## src/rtl/uart_rx.sv

```systemverilog
// uart_rx: 8N1 serial receiver with mid-bit sampling, valid and framing-error strobes.
// Optional even-parity bit between data and stop, enabled by defining UART_RX_PARITY_EN.
module uart_rx #(
  parameter int unsigned CLKS_PER_BIT = 434
) (
  input  logic        rx_clk,
  input  logic        RST,
  input  logic        rx_input,
  output logic [7:0]  rx_data,
  output logic        rx_valid,
  output logic        rx_busy,
  output logic        rx_frame_err,
  output logic        rx_parity_err,
  output logic [15:0] clk_count
);

  localparam int unsigned CNT_W = 16;
  localparam logic [CNT_W-1:0] HALF = CNT_W'((CLKS_PER_BIT - 1) / 2);
  localparam logic [CNT_W-1:0] LAST = CNT_W'(CLKS_PER_BIT - 1);

  localparam logic [2:0] S_IDLE   = 3'd0;
  localparam logic [2:0] S_START  = 3'd1;
  localparam logic [2:0] S_DATA   = 3'd2;
  localparam logic [2:0] S_STOP   = 3'd3;
  localparam logic [2:0] S_WAIT   = 3'd4;
`ifdef UART_RX_PARITY_EN
  localparam logic [2:0] S_PARITY = 3'd5;
`endif

  logic             sync_q1;
  logic             rx_sync;
  logic [2:0]       state, state_n;
  logic [CNT_W-1:0] count_n;
  logic [7:0]       shift, shift_n;
  logic [2:0]       bit_idx, bit_idx_n;
  logic [7:0]       data_n;
  logic             valid_n;
  logic             ferr_n;
  logic             busy_n;
`ifdef UART_RX_PARITY_EN
  logic             par_bad, par_bad_n;
  logic             perr_n;
`endif

  // Two-flop synchronizer for the asynchronous serial line, idles high
  always_ff @(posedge rx_clk) begin
    if (RST) begin
      sync_q1 <= 1'b1;
      rx_sync <= 1'b1;
    end else begin
      sync_q1 <= rx_input;
      rx_sync <= sync_q1;
    end
  end

  // State and datapath registers
  always_ff @(posedge rx_clk) begin
    if (RST) begin
      state        <= S_IDLE;
      clk_count    <= '0;
      shift        <= '0;
      bit_idx      <= '0;
      rx_data      <= '0;
      rx_valid     <= 1'b0;
      rx_frame_err <= 1'b0;
      rx_busy      <= 1'b0;
`ifdef UART_RX_PARITY_EN
      par_bad       <= 1'b0;
      rx_parity_err <= 1'b0;
`endif
    end else begin
      state        <= state_n;
      clk_count    <= count_n;
      shift        <= shift_n;
      bit_idx      <= bit_idx_n;
      rx_data      <= data_n;
      rx_valid     <= valid_n;
      rx_frame_err <= ferr_n;
      rx_busy      <= busy_n;
`ifdef UART_RX_PARITY_EN
      par_bad       <= par_bad_n;
      rx_parity_err <= perr_n;
`endif
    end
  end

`ifndef UART_RX_PARITY_EN
  assign rx_parity_err = 1'b0;
`endif

  // Next-state and next-output logic; samples are taken at bit-period wrap
  always_comb begin
    state_n   = state;
    count_n   = clk_count;
    shift_n   = shift;
    bit_idx_n = bit_idx;
    data_n    = rx_data;
    valid_n   = 1'b0;
    ferr_n    = 1'b0;
`ifdef UART_RX_PARITY_EN
    par_bad_n = par_bad;
    perr_n    = 1'b0;
`endif
    case (state)
      S_IDLE: begin
        count_n = '0;
        if (!rx_sync) state_n = S_START;
      end
      S_START: begin
        if (clk_count == HALF) begin
          count_n   = '0;
          bit_idx_n = '0;
          // A line back high at mid-start is a glitch, not a frame
          state_n   = rx_sync ? S_IDLE : S_DATA;
        end else begin
          count_n = clk_count + 16'd1;
        end
      end
      S_DATA: begin
        if (clk_count == LAST) begin
          count_n = '0;
          shift_n = {rx_sync, shift[7:1]};
          if (bit_idx == 3'd7) begin
`ifdef UART_RX_PARITY_EN
            state_n = S_PARITY;
`else
            state_n = S_STOP;
`endif
          end else begin
            bit_idx_n = bit_idx + 3'd1;
          end
        end else begin
          count_n = clk_count + 16'd1;
        end
      end
`ifdef UART_RX_PARITY_EN
      S_PARITY: begin
        if (clk_count == LAST) begin
          count_n   = '0;
          // Even parity: data bits plus parity bit must XOR to zero
          par_bad_n = (^shift) ^ rx_sync;
          state_n   = S_STOP;
        end else begin
          count_n = clk_count + 16'd1;
        end
      end
`endif
      S_STOP: begin
        if (clk_count == LAST) begin
          count_n = '0;
          if (rx_sync) begin
            state_n = S_IDLE;
`ifdef UART_RX_PARITY_EN
            if (par_bad) begin
              perr_n = 1'b1;
            end else begin
              data_n  = shift;
              valid_n = 1'b1;
            end
`else
            data_n  = shift;
            valid_n = 1'b1;
`endif
          end else begin
            ferr_n  = 1'b1;
            state_n = S_WAIT;
          end
        end else begin
          count_n = clk_count + 16'd1;
        end
      end
      S_WAIT: begin
        // Hold through a break so it yields a single error strobe
        count_n = '0;
        if (rx_sync) state_n = S_IDLE;
      end
      default: begin
        count_n = '0;
        state_n = S_IDLE;
      end
    endcase
    busy_n = (state_n != S_IDLE);
  end

endmodule
```

## config.mk

```make
export PLATFORM = sky130hd
export DESIGN_NAME = uart_rx
export DESIGN_NICKNAME = d
export VERILOG_FILES = /design/src/rtl/uart_rx.sv
export SDC_FILE = /design/constraint.sdc
export NUM_CORES = 1
export LEC_CHECK = 0
export BUFFER_PORTS_ARGS = -buffer_cell sky130_fd_sc_hd__buf_2
export CAP_MARGIN = 20
export CORE_MARGIN = 2
export CORE_UTILIZATION = 59
export DETAILED_ROUTE_END_ITERATION = 6
export PLACE_DENSITY = 0.87
export SETUP_SLACK_MARGIN = 0.02
export SLEW_MARGIN = 10
export SYNTH_ARGS = -nofsm -noshare
export SYNTH_HDL_FRONTEND = slang
export SYNTH_SLANG_ARGS = --single-unit
```

## constraint.sdc

```tcl
create_clock -name rx_clk -period 5.2 [get_ports rx_clk]
set_clock_uncertainty 0.05 [all_clocks]
set_input_delay 0.78 -clock rx_clk [delete_from_list [all_inputs] [get_ports rx_clk]]
set_output_delay 0.78 -clock rx_clk [all_outputs]
set_load 0.005 [all_outputs]
```

==> results of run 1 <==
registers in the layout, summed over array words and instances (netlist names):
signal / flops
rx_sync: 1
rx_data: 8
shift: 8
clk_count: 16
state: 3
rx_frame_err: 1
rx_busy: 1
bit_idx: 3
rx_valid: 1
sync_q1: 1
power groups by stage:
stage / Sequential [mW] / Combinational (mW) / Clock [mW]
after floorplan: 0.340 / 0.0101 / 0
final: 0.334 / 0.0113 / 0.215
after CTS: 0.334 / 0.0112 / 0.214
after global routing: 0.334 / 0.0130 / 0.232
after detailed placement: 0.341 / 0.0112 / 0
after global placement: 0.341 / 0.0108 / 0
metal layers:
metal	track usage (%)	vias up
met2	34.5	28
met5	0	-
li1	-	750
met3	6.82	5
met1	30.6	687
met4	9.32	0
synth_stat cells (2+ instances only):
cell type / instances / area, um2
xor2_1: 11 / 96.3
nor3_1: 4 / 20.0
nor2_1: 39 / 146
and4bb_2: 2 / 25.0
buf_4: 2 / 15.0
nor4_1: 2 / 12.5
o22ai_1: 3 / 18.8
and4b_1: 3 / 30.0
inv_1: 8 / 30.0
nand2_1: 13 / 48.8
and3_2: 2 / 15.0
ha_1: 5 / 62.6
xnor2_1: 3 / 26.3
or2_2: 3 / 18.8
nand2b_1: 5 / 31.3
clkbuf_1: 4 / 15.0
dfxtp_1: 43 / 861
nand4_1: 5 / 31.3
mux2i_1: 16 / 160
o21ai_0: 3 / 15.0
nand3_1: 7 / 35.0
cell families after synthesis:
logic type | Yosys count | share of synthesized area, %
compound gates | 10 | 3.65
xor+xnor | 14 | 6.50
fa+ha+maj | 5 | 3.32
buf+inv | 16 | 3.71
flops | 43 | 45.6
mux | 16 | 8.49
other cells | 1 | 0.199
simple gates | 97 | 28.5
cell usage in the layout, fill, tap and decap left out, types with 3 or more instances in the layout:
cell	Yosys	routed
and4b_1	3	3
buf_2	1	29
clkbuf_4	0	5
dfxtp_1	43	43
ha_1	5	5
inv_1	8	8
mux2i_1	16	16
nand2_1	13	13
nand2b_1	5	5
nand3_1	7	7
nand4_1	5	5
nor2_1	39	39
nor3_1	4	4
o21ai_0	3	3
o22ai_1	3	3
or2_2	3	3
xnor2_1	3	3
xor2_1	11	11
worst max-delay path by stage:
stage,end,slack (ns)
3_5_place_dp,clk_count[15],3.05
2_1_floorplan,clk_count[11],3.29
5_1_grt,clk_count[6],2.77
3_3_place_gp,rx_data[3],3.13
6_report,rx_data[5],3.05
4_1_cts,clk_count[15],3.00
area by class of cell:
type | instances | share of cell area (%)
Multi-Input combinational cell | 143 | 44.7
Sequential cell | 43 | 40.2
Tap cell | 44 | 2.57
Clock inverter | 3 | 2.05
Timing Repair Buffer | 31 | 7.36
Inverter | 8 | 1.40
Clock buffer | 5 | 1.75
worst max-delay path: stages (launching register included):
cell,delay [ns]
dfxtp_1,0.50
ha_1,0.22
and4bb_2,0.25
nand4_2,0.17
nor3_4,0.53
mux2i_1,0.25
nor2_1,0.05
per-stage QoR:
step	utilization, %	hold WS (ns)
after floorplan	-	0.339
after global placement	67.3	0.343
after detailed placement	67.3	0.344
after CTS	70.0	0.375
after global routing	70.1	0.401
final	70.1	0.374
==> impl_metrics.ini, run 1 <==
[status]
outcome = complete, no violations

[worst_setup_path]
reg2reg_from = clk_count[0]
startpoint_type = flop
crit_arrival_ns = 2.35
reg2reg_setup_slack_ns = 3.05
crit_type = reg2reg
reg2reg_depth = 6
cp-end-kind = flop
critPathMaxFanout = 8
cp_data_required_time_ns = 5.39
startpoint = clk_count[0]
rr_endpoint = rx_data[5]

[clock_tree]
htreeDepth = 2
cts_buffers = 5
ctsResizeCount = 0
cts_tree = yes
clkTransAtPathRegs_ns = 0.13
post_cts_buffers = 0
clock_sinks = 43
clockBufferDepth = 2
cts_hold_buf = 0
clk_latency_ns = 0.36
clock-root-buffer = clkbuf_4

[yosys]
synth-edff-count = 0
synthArstFlopShare_pct = 0
syn_area_per_cell_um2 = 9.34
synth-seq-cells = 43
synth_warnings = 0
ys_seq_area_share_pct = 45.6
syn-cell-area_mm2 = 0.00189
synthCells = 202
syn_nets = 210
synth_cell_type_count = 40
synth_top_flop_cell = dfxtp_1

[floorplan]
dieArea_mm2 = 0.00367
die_height_um = 60.6
die_w_um = 60.6
core_area_mm2 = 0.00305
initial_utilization_pct = 61.8
num_rows = 20
pin_count = 31

[drt]
wl_um = 3720
route.met2.wl_um = 1770
met3_length_um = 145
vias = 1470
vias_per_cell = 5.31
wl_met1_um = 1760
drt-initial-drc-count = 78
wl_per_cell_um = 13.4
firstDrtPassIters = 4
ant_nets = 0
drc = 0
top_layer = met4

[global_routing]
grt_max_degree = 28
grt_pass1_wl_um = 6090
track_usage_pct = 22.8
grt_pass1_vias = 1339
grt_overflow = 0
antenna_found_initial = 0

[layout]
instances_no_fill = 277
layout.nets = 240
final_area_mm2 = 0.00214
drive_gt1_share_pct = 22.3
seq_area_um2 = 861
multi_input_area_um2 = 956
diodes = 0
area_growth_pct = 13.5
fillers = 259

[placed_design]
dp.cells = 268
place_ws_ns = 3.05
io_buffers = 29
dpl.hpwl_um = 2500
gp_congestion = 0.832
place_area_mm2 = 0.00205

[timing]
fin_tns_setup_ns = 0
relSlewSlack_pct = 64.4
maxSlewViolCount = 0
period_share_pct = 41.4
setup_violations = 0
hold_viol_final = 0
tightest_slew_ns = 0.532
rsz0062_at_grt = no
fmaxAchievable_mhz = 465
fin_ws_ns = 3.05
period_needed_ns = 2.15

[hold_path]
hold_depth = 1
min_from = sync_q1
hp-class = reg2reg
min_to = rx_sync

[power_and_ir_drop]
p_comb_share_pct = 2.0
power_mw = 0.560
power_switching_mw = 0.123
sequentialPowerShare_pct = 59.6
p_leak_nw = 0.877
p_clk_share_pct = 38.4
switching_share_pct = 22.0
vdd_drop_max_uv = 247
p_int_mw = 0.436
pwr_density_cell_mw_per_mm2 = 261

[run]
maxCapViolCount = 0
(Power assumes the default switching activity.)
==> run 2, diff against run 1 <==
CORE_UTILIZATION = 55   (was 59)
PLACE_DENSITY = 0.82   (was 0.87)
clock period = 2 ns   (was 5.2 ns; I/O delays follow)
==> impl_metrics.ini, run 2 (same netlist as run 1, synthesis figures left out) <==
[floorplan]
core_area_mm2 = 0.00331
dieArea_mm2 = 0.00392
die_w_um = 62.6
pin_count = 31
initial_utilization_pct = 57.0
num_rows = 21
die_height_um = 62.6

[global_routing]
grt_use_met1_pct = 24.8
grt_pass1_vias = 1356
antenna_found_initial = 0
grt_pass1_wl_um = 6020
grt_overflow = 0
track_usage_pct = 19.2
grt_max_degree = 22
grt-busiest-layer = met2
grtUsageMet3_pct = 4.86
met2_usage_pct = 30.8

[layout]
top_register = clk_count
top_regs = clk_count: 16 flops, rx_data: 8 flops, shift: 8 flops
final_cell_mix = dfxtp_1, nor2_1, buf_2
final_common_cell = dfxtp_1
final_area_mm2 = 0.00220
diodes = 0
largest_reg_flops = 16
area_growth_pct = 16.5
layout.nets = 249
drive_gt1_share_pct = 24.8
final_util_pct = 66.4

[power_and_ir_drop]
vdd_drop_max_uv = 386
p_leak_nw = 0.913
pwr_density_cell_mw_per_mm2 = 591

[placed_design]
io_buffers = 29
dpl.hpwl_um = 2520
place_ws_ns = 0.144
place_area_mm2 = 0.00214
gp_congestion = 0.826

[clock_tree]
cts_tree = yes
clock-root-buffer = clkbuf_4
clockBufferDepth = 2
cts_buffers = 5
clkTransAtPathRegs_ns = 0.11
clock_sinks = 43
cts_hold_buf = 0
clk_latency_ns = 0.35
htreeDepth = 2

[drt]
wl_per_cell_um = 11.8
vias = 1505
wl_um = 3390
drt-initial-drc-count = 56
firstDrtPassIters = 4
ant_nets = 0
vias_per_cell = 5.23
drc = 0

[run]
maxCapViolCount = 0

[worst_setup_path]
startpoint_type = flop
reg2reg_depth = 8
rr_endpoint = bit_idx[1]
cp-end-kind = flop
crit_arrival_ns = 2.10
critPathMaxFanout = 9
reg2reg_from = clk_count[1]
cp_data_required_time_ns = 2.23
crit_type = reg2reg
reg2reg_setup_slack_ns = 0.14

[hold_path]
min_to = sync_q1
hp-class = in2reg
hold_depth = 2
min_from = rx_input

[status]
outcome = complete, no violations

[timing]
fin_ws_ns = 0.136
setup_violations = 0
period_needed_ns = 1.86
rsz0062_at_grt = no
whs_ns = 0.0746
hold_viol_final = 0
fmaxAchievable_mhz = 536
maxSlewViolCount = 0
fin_tns_setup_ns = 0
period_share_pct = 93.2
-- run 2: cell count changes in the layout (fill, tap and decap cells not counted) --
cell | before | now
bufinv_16 | 1 | 0
clkbuf_2 | 1 | 0
clkinv_4 | 1 | 0
clkinvlp_4 | 0 | 1
clkbuf_1 | 0 | 1
buf_4 | 1 | 10
buf_12 | 0 | 1
-- run 2: how the worst max path moves through the flow --
stage,end,start,slack (ns),cells past startpoint
final,bit_idx[1],clk_count[1],0.14,8
after global routing,bit_idx[1],clk_count[1],0.02,8
after CTS,bit_idx[1],clk_count[1],0.12,8
after detailed placement,shift[5],clk_count[1],0.14,8
after global placement,shift[6],clk_count[1],0.23,8
after floorplan,clk_count[11],clk_count[1],0.09,9
-- run 2: timing repair --
item / CTS / global route
gates resized for setup: 0 / 0
buffers inserted: 0 / 1
setup endpoints to repair: 0 / 1
-- run 2: cell type report --
class,count,area (um2)
multi-input combinational,143,956
clock buffer,6,41.3
timing repair buffer,40,240
fill,293,1110
clock inverter,2,12.5
tap,46,57.6
inverter,8,30.0
sequential,43,861
-- run 2: layer usage --
layer  vias up  share of wire [%]
li1        761                  -
met1       698                 49
met2        40                 44
met3         6                4.9
met4         0                1.9
met5         -                  0
-- run 2: worst max-delay path, stage by stage (launching register included) --
cell and delay (ns):
dfxtp_1 0.33, inv_1 0.08, ha_1 0.14, and4bb_2 0.25
nand4_2 0.17, nor3_1 0.24, buf_4 0.23, nand3b_1 0.14
o22ai_1 0.17
-- run 2: metrics by stage --
step           cells  power [mW]
2_1_floorplan    202       0.909
6_report         288        1.30
3_5_place_dp     279       0.921
4_1_cts          287        1.32
5_1_grt          288        1.35
3_3_place_gp     279       0.921
-- run 2: power breakdown --
group	switching [mW]	total [mW]	internal (mW)
clock	0.261	0.397	0.136
combinational	0.0211	0.0357	0.0146
sequential	0.00482	0.866	0.861
==> run 3, diff against run 2 <==
BUFFER_PORTS_ARGS = not set   (was -buffer_cell sky130_fd_sc_hd__buf_2)
CORE_UTILIZATION = 61   (was 55)
DONT_BUFFER_PORTS = 1   (was not set)
PLACE_DENSITY = 0.81   (was 0.82)
==> impl_metrics.ini, run 3 (same netlist as run 1, synthesis figures left out) <==
[drt]
drt-initial-drc-count = 93
drc = 0
wl_per_cell_um = 15.2
vias = 1456
vias_per_cell = 5.75
ant_nets = 0
firstDrtPassIters = 4
wl_um = 3850

[worst_setup_path]
crit_chain = inv_1 > ha_1 > and4bb_2 > nand4_4 > buf_4 > a22oi_1 > or3_4 > buf_12 > nor2_1
critPathMaxFanout = 16
cp_data_required_time_ns = 2.25
crit_arrival_ns = 2.14
startpoint_type = flop
crit_type = reg2reg
critical-path-max-stage-delay_ns = 0.39
slowest_stage = or3_4
reg2reg_setup_slack_ns = 0.11
cp-end-kind = flop

[floorplan]
dieArea_mm2 = 0.00355
pin_count = 31
die_w_um = 59.6
die_height_um = 59.6
num_rows = 20
initial_utilization_pct = 62.8
core_area_mm2 = 0.00300

[clock_tree]
htreeDepth = 2
clock_sinks = 43
clkTransAtPathRegs_ns = 0.12
clockBufferDepth = 2
cts_tree = yes
clock-root-buffer = clkbuf_4
clk_latency_ns = 0.36
cts_buffers = 5

[layout]
fillers = 218
final_util_pct = 71.6
top_register = clk_count
drive_gt1_share_pct = 19.1
layout.nets = 227
largest_reg_flops = 16
final_common_cell = dfxtp_1
diodes = 0
final_cell_mix = dfxtp_1, nor2_1, mux2i_1
instances_no_fill = 253
area_growth_pct = 13.9
top_regs = clk_count: 16 flops, rx_data: 8 flops, shift: 8 flops

[global_routing]
antenna_found_initial = 0
grt_pass1_vias = 1337
grt_overflow = 0
track_usage_pct = 23.0
grt_pass1_wl_um = 6040
grt_max_degree = 20

[timing]
fin_ws_ns = 0.114
relSlewSlack_pct = 56.4
period_share_pct = 94.3
setup_violations = 0
hold_viol_final = 0
maxSlewViolCount = 0
period_needed_ns = 1.89
fmaxAchievable_mhz = 530
tightest_slew_ns = 0.652
rsz0062_at_grt = yes

[run]
maxCapViolCount = 0

[hold_path]
hp-class = in2reg

[placed_design]
dp.cells = 240
place_ws_ns = 0.156
dpl.hpwl_um = 2660
io_buffers = 0
gp_congestion = 0.902

[power_and_ir_drop]
power_mw = 1.45
vdd_drop_max_uv = 525
pwr_density_cell_mw_per_mm2 = 674
p_leak_nw = 0.788

[status]
outcome = complete, no violations
## run 3: cell count changes in the layout (fill, tap and decap cells not counted), moves of 2 or more
| cell | delta |
|---|---|
| dlygate4sd3_1 | +2 |
| buf_4 | +4 |
| dfxtp_2 | +2 |
| buf_2 | -29 |
| dfxtp_1 | -2 |
## run 3: worst paths after layout
check                from             to  cells past startpoint
max reg2reg  clk_count[1]  clk_count[12]                      9
min                   RST     bit_idx[0]                      2
min reg2reg       sync_q1        rx_sync                      1
max          clk_count[1]  clk_count[12]                      9
## run 3: cell type report
| cell class | count | area (um2) | share of cell area (%) |
|---|---|---|---|
| repair buffers | 18 | 156 | 7.28 |
| clock inverters | 3 | 43.8 | 2.04 |
| flip-flops and latches | 43 | 863 | 40.2 |
| clock buffers | 5 | 37.5 | 1.75 |
| well taps | 33 | 41.3 | 1.92 |
| inverters | 8 | 30.0 | 1.40 |
| multi-input cells | 143 | 977 | 45.5 |
## run 3: power by group
part	leakage [nW]	internal (mW)	switching, mW
Combinational	0.395	0.0140	0.0188
Clock	0.0452	0.263	0.286
Sequential	0.348	0.861	0.00540
## run 3: metrics by stage
step	TNS (ns)	area [um2]	hold slack (ns)
global route	-0.00845	2150	0.0694
global placement	0	2000	0.326
detailed placement	0	2000	0.328
finish	0	2150	0.0776
CTS	0	2100	0.0523
floorplan	0	1890	0.339
## run 3: routing by layer
metal	wire [um]	GRT usage (%)	share of wire (%)	up-vias
li1	-	-	-	722
met1	1690	28.0	44	683
met2	1850	36.1	48	41
met3	202	8.52	5.3	10
met4	104	10.5	2.7	0
met5	0	0	0	-
## run 3: worst max-delay path, delay by kind of cell, from the launching register on
kind	cells	cell delay [ns]
AND/OR/NAND/NOR	4	0.85
flip-flops	1	0.35
buffers and inverters	3	0.34
adder cells (fa/ha/maj)	1	0.17
AO/OA/AOI/OAI	1	0.07
## run 3: what timing repair did
item | CTS | global route
setup endpoints to repair | 0 | 21
setup buffers | 0 | 3
gates resized for setup | 0 | 7
hold buffers | 2 | 0
hold endpoints to repair | 19 | 0
